--- config.mk ---
export PLATFORM = sky130hd
export DESIGN_NAME = pc_next_sequencer
export DESIGN_NICKNAME = d
export VERILOG_FILES = /design/src/rtl/pc_next_sequencer.sv
export SDC_FILE = /design/constraint.sdc
export NUM_CORES = 1
export LEC_CHECK = 0
export CAP_MARGIN = 15
export CORE_MARGIN = 2
export CORE_UTILIZATION = 26
export DETAILED_ROUTE_END_ITERATION = 10
export PLACE_DENSITY_LB_ADDON = 0.05
export SLEW_MARGIN = 20
export SYNTH_ARGS = -nofsm -noshare
export SYNTH_HDL_FRONTEND = slang
export SYNTH_SLANG_ARGS = --single-unit
--- constraint.sdc ---
create_clock -name clk -period 2.89 [get_ports clk]
set_clock_uncertainty 0.1 [all_clocks]
set_input_delay 0.4335 -clock clk [delete_from_list [all_inputs] [get_ports clk]]
set_output_delay 0.4335 -clock clk [all_outputs]
set_load 0.03 [all_outputs]
--- src/rtl/pc_next_sequencer.sv ---
// Next-PC generator for the fetch stage. It picks one of four next fetch addresses:
// sequential, hold, EX-stage redirect, or the reset vector.
// A redirect that arrives during a stall is parked until the stall releases.
// The block also raises the IF/ID valid and flush controls.
module pc_next_sequencer #(
    parameter int unsigned XLEN = 64,
    parameter logic [XLEN-1:0] RESET_VECTOR = {XLEN{1'b0}},
    parameter int unsigned INSN_BYTES = 4
) (
    input  logic            clk,
    input  logic            reset,
    input  logic [XLEN-1:0] pc_current,
    input  logic            stall,
    input  logic            redirect_valid,
    input  logic [XLEN-1:0] redirect_target,
    output logic [XLEN-1:0] pc_next,
    output logic            fetch_valid,
    output logic            flush,
    output logic            misaligned,
    output logic [31:0]     redirect_count
);

    // Low address bits that must be zero for an instruction-aligned fetch.
    localparam logic [XLEN-1:0] LOW_MASK = XLEN'(INSN_BYTES - 32'd1);
    localparam logic [XLEN-1:0] INCR     = XLEN'(INSN_BYTES);
    localparam logic [31:0]     CNT_MAX  = 32'hFFFF_FFFF;

    typedef enum logic [1:0] {
        BOOT = 2'd0,
        RUN  = 2'd1,
        HOLD = 2'd2,
        PEND = 2'd3
    } state_t;

    state_t          state_q, state_d;
    logic [XLEN-1:0] pend_target_q, pend_target_d;
    logic            misaligned_q, misaligned_d;
    logic [31:0]     redirect_count_q, redirect_count_d;

    logic [XLEN-1:0] aligned_target_s;
    logic            target_misaligned_s;
    logic            redirect_accept_s;

    // Force the low alignment bits of a redirect target to zero.
    function automatic logic [XLEN-1:0] align_addr(input logic [XLEN-1:0] addr);
        return addr & ~LOW_MASK;
    endfunction

    // Return 1 when any alignment bit of the address is set.
    function automatic logic low_bits_set(input logic [XLEN-1:0] addr);
        return |(addr & LOW_MASK);
    endfunction

    // Increment the counter, but stop once it reaches all-ones.
    function automatic logic [31:0] sat_inc(input logic [31:0] val);
        logic [31:0] res;
        if (val == CNT_MAX) begin
            res = CNT_MAX;
        end else begin
            res = val + 32'd1;
        end
        return res;
    endfunction

    assign aligned_target_s    = align_addr(redirect_target);
    assign target_misaligned_s = low_bits_set(redirect_target);
    // BOOT ignores redirects entirely. Every other state accepts and counts them.
    assign redirect_accept_s   = redirect_valid && (state_q != BOOT);

    // Decode the next PC, the pipeline controls and the next state.
    always_comb begin
        state_d          = state_q;
        pend_target_d    = pend_target_q;
        misaligned_d     = misaligned_q;
        redirect_count_d = redirect_count_q;
        pc_next          = pc_current;
        fetch_valid      = 1'b0;
        flush            = 1'b0;

        case (state_q)
            BOOT: begin
                // Fetch the reset vector whatever the PC register currently holds.
                pc_next = RESET_VECTOR;
                state_d = RUN;
            end
            RUN, HOLD: begin
                if (redirect_valid && !stall) begin
                    pc_next = aligned_target_s;
                    flush   = 1'b1;
                    state_d = RUN;
                end else if (redirect_valid && stall) begin
                    // Kill the wrong-path work now, then apply the target once the stall clears.
                    pend_target_d = aligned_target_s;
                    flush         = 1'b1;
                    state_d       = PEND;
                end else if (stall) begin
                    state_d = HOLD;
                end else begin
                    pc_next     = pc_current + INCR;
                    fetch_valid = 1'b1;
                    state_d     = RUN;
                end
            end
            PEND: begin
                if (stall) begin
                    if (redirect_valid) begin
                        // A younger redirect replaces the parked one.
                        pend_target_d = aligned_target_s;
                        flush         = 1'b1;
                    end else begin
                        pend_target_d = pend_target_q;
                    end
                end else begin
                    if (redirect_valid) begin
                        pc_next = aligned_target_s;
                        flush   = 1'b1;
                    end else begin
                        pc_next = pend_target_q;
                    end
                    state_d = RUN;
                end
            end
            default: begin
                pc_next = RESET_VECTOR;
                state_d = BOOT;
            end
        endcase

        if (redirect_accept_s) begin
            redirect_count_d = sat_inc(redirect_count_q);
            misaligned_d     = misaligned_q | target_misaligned_s;
        end else begin
            redirect_count_d = redirect_count_q;
            misaligned_d     = misaligned_q;
        end
    end

    // State registers. Reset throws away any parked redirect.
    always_ff @(posedge clk or posedge reset) begin
        if (reset) begin
            state_q          <= BOOT;
            pend_target_q    <= {XLEN{1'b0}};
            misaligned_q     <= 1'b0;
            redirect_count_q <= 32'd0;
        end else begin
            state_q          <= state_d;
            pend_target_q    <= pend_target_d;
            misaligned_q     <= misaligned_d;
            redirect_count_q <= redirect_count_d;
        end
    end

    assign misaligned     = misaligned_q;
    assign redirect_count = redirect_count_q;

endmodule

==> results_dict.tcl <==
set metrics [dict create \
    setup_viol 1 \
    fin_ws_ns -0.00927 \
    synth-seq-area-share_pct 31.0 \
    synth_area_leaders "dfrtp_1 31%, mux2_2 9.3%, mux2i_1 7.8%" \
    synth_edf_count 0 \
    hold_start "misaligned$_DFFE_PP0P_" \
    synth_flop_cell "dfrtp_1" \
    worst_r2r_path_depth 6 \
    synthTopCellsByCount "122 x nand2_1, 99 x dfrtp_1, 90 x o21ai_0" \
    fmax_ghz 0.345 \
    worstMarginPinSlew_ns 0.687 \
    synth_area_um2 8000 \
    synthMostInstantiatedCell "nand2_1" \
    total_power_mw 9.88 \
    die_w_um 179 \
    dpl-instance-area_um2 12000 \
    r2r_end "pend_target_q[29]$_DFFE_PP0P_" \
    relSlewSlack_pct 54.1 \
    power-per-cell-area_nw_per_um2 765 \
    timing.hold.ws_ns 0.380 \
    die_h_um 179 \
    slew_viol_final 0 \
    tritoncts "built" \
    drt-wirelength-per-cell_um 18.9 \
    post-route-util_pct 42.4 \
    via_per_inst 4.94 \
    first_global_vias 8599 \
    ir_drop_mv 0.387 \
    r2r_start "state_q[0]$_DFFE_PP0P_" \
    finalHoldViolCount 0 \
    critical_path_class "in -> out" \
    row_count 64 \
    numCtsBuffers 9 \
    dr.pass1.iters 5 \
    cp.arrival_ns 2.37 \
    synth_area_per_cell_um2 8.41 \
    async_reset_ff_share_pct 100 \
    rsz0062_at_grt "yes" \
    endpoint_kind "output port" \
    start_util_pct 26.3 \
    period_share_pct 100 \
    critPathRequiredTime_ns 2.36 \
    p_leak_nw 5.70 \
    drive_gt1_share_pct 33.3 \
    clock_path_buffers 2 \
    core_um2 30400 \
    via_count 8499 \
    io_buffer_count 230 \
    whs_endpoint "misaligned$_DFFE_PP0P_" \
    pin_count 231 \
    dp_hpwl_um 24300 \
    nets 1452 \
    first_iter_violations 407 \
    drv_cap 0 \
    yosysWarnings 0 \
    syn_to_final_growth_pct 61.5 \
    ctsHoldBuffers 0 \
    synth.top_cell.area_share_pct 31.0 \
    drc_errors 0 \
    yosysUniqueCellTypes 57 \
    violations "setup timing" \
    syn_inst 951 \
    worstSkewPairLatency_ns 0.36 \
    wirelength_um 32500 \
    antenna_found_initial 4 \
    place.gp.congestion 0.800 \
    h-tree-depth 3 \
    regToRegSetupSlack_ns 0.52 \
    post-route-min-period_ns 2.90 \
    dieArea_um2 32200 \
    grt_max_degree 49 \
    cp_max_fo 4 \
    hold_depth 1 \
    antenna_left 0 \
    ys_seq_elements 99 \
    cp-start-kind "input pin" \
    synth_top_area_cell "dfrtp_1" \
    grt_pass1_wl_um 50700 \
    run_status "complete, but fails checks" \
    synth_fp_nets 1087 \
    clock_sinks 99 \
    hold_class "reg -> reg" \
    grt.total_usage_pct 19.9 \
    cts.clk_slew.worst_paths_ns 0.07 \
    cts_root_buf "clkbuf_16" \
    overflow 0 \
    design_area_um2 12900 \
]
[timing repair]
action / CTS / global route
pin swaps: 37 / 40
resized for setup: 153 / 75
setup buffers: 15 / 9
endpoints found under the setup margin: 55 / 38
gates cloned: 2 / 0
[stage by stage]
step / worst slack (ns) / TNS, ns / instances
final: -0.00927 / -0.00927 / 1720
after detailed placement: -0.579 / -20.00 / 1675
after floorplan: 0.000979 / 0 / 951
after global placement: -0.627 / -20.71 / 1675
after global routing: -0.103 / -0.353 / 1719
after CTS: -0.0428 / -0.0602 / 1708
[kinds of logic after synthesis]
kind of cell / share of synthesized area [%]
AOI/OAI and AO/OA: 16.7
muxes: 17.0
adders and majority gates: 0.626
buffers and inverters: 4.22
and+or+nand+nor: 22.4
xor gates and xnor gates: 8.10
DFF: 31.0
[area by class of cell]
class                      instances  area (um^2)
clock buffer                       9          225
sequential                        99         2480
tap                              396          495
timing repair buffer             420         3980
inverter                          18         71.3
multi-input combinational        768         5560
antenna                            3         7.51
fill                            3144        17500
clock inverter                     7          106
[placed cells by master (no fill, tap or decap), types with 24 or more instances in the layout]
cell type / count
mux2_2: 66
buf_12: 30
xnor2_1: 51
a22oi_1: 40
dfrtp_1: 99
nand4_1: 24
nor2_1: 63
buf_4: 212
clkdlybuf4s50_1: 108
a21oi_1: 36
nand2_1: 119
o21ai_0: 88
mux2i_1: 62
[report_power, final]
part	internal, mW	switching (mW)	total (mW)
sequential	1.88	0.282	2.16
combinational	2.88	3.40	6.28
clock	0.778	0.662	1.44
[worst max-delay path: stages]
cell	delay, ns
buf_6	0.07
buf_6	0.08
nand4_1	0.21
nor3_4	0.34
buf_6	0.14
nand4b_1	0.12
buf_6	0.17
nor3b_4	0.19
xnor2_1	0.09
a221oi_2	0.30
buf_4	0.22
[registers in the layout, summed over array words and instances, names as in the netlist]
name,cells
misaligned,1
state_q,2
redirect_count,32
pend_target_q,64
[per-layer routing]
| metal | up-vias | global-route usage (%) | share of wire [%] |
|---|---|---|---|
| met5 | - | 0 | 0.040 |
| met4 | 2 | 4.65 | 1.2 |
| met3 | 26 | 3.50 | 4.0 |
| met2 | 182 | 35.3 | 51 |
| met1 | 4117 | 25.2 | 43 |
| li1 | 4172 | - | - |
[how the worst max path moves through the flow]
stage	from	end	slack (ns)	cells past startpoint
2_1_floorplan	pc_current[2]	pc_next[30]	0.001	9
3_3_place_gp	pc_current[2]	pc_next[27]	-0.63	12
3_5_place_dp	pc_current[2]	pc_next[27]	-0.58	12
4_1_cts	pc_current[3]	pc_next[27]	-0.04	12
5_1_grt	pc_current[2]	pc_next[55]	-0.10	11
6_report	pc_current[2]	pc_next[55]	-0.009	11
No activity file was read; power rests on OpenSTA's default activity.
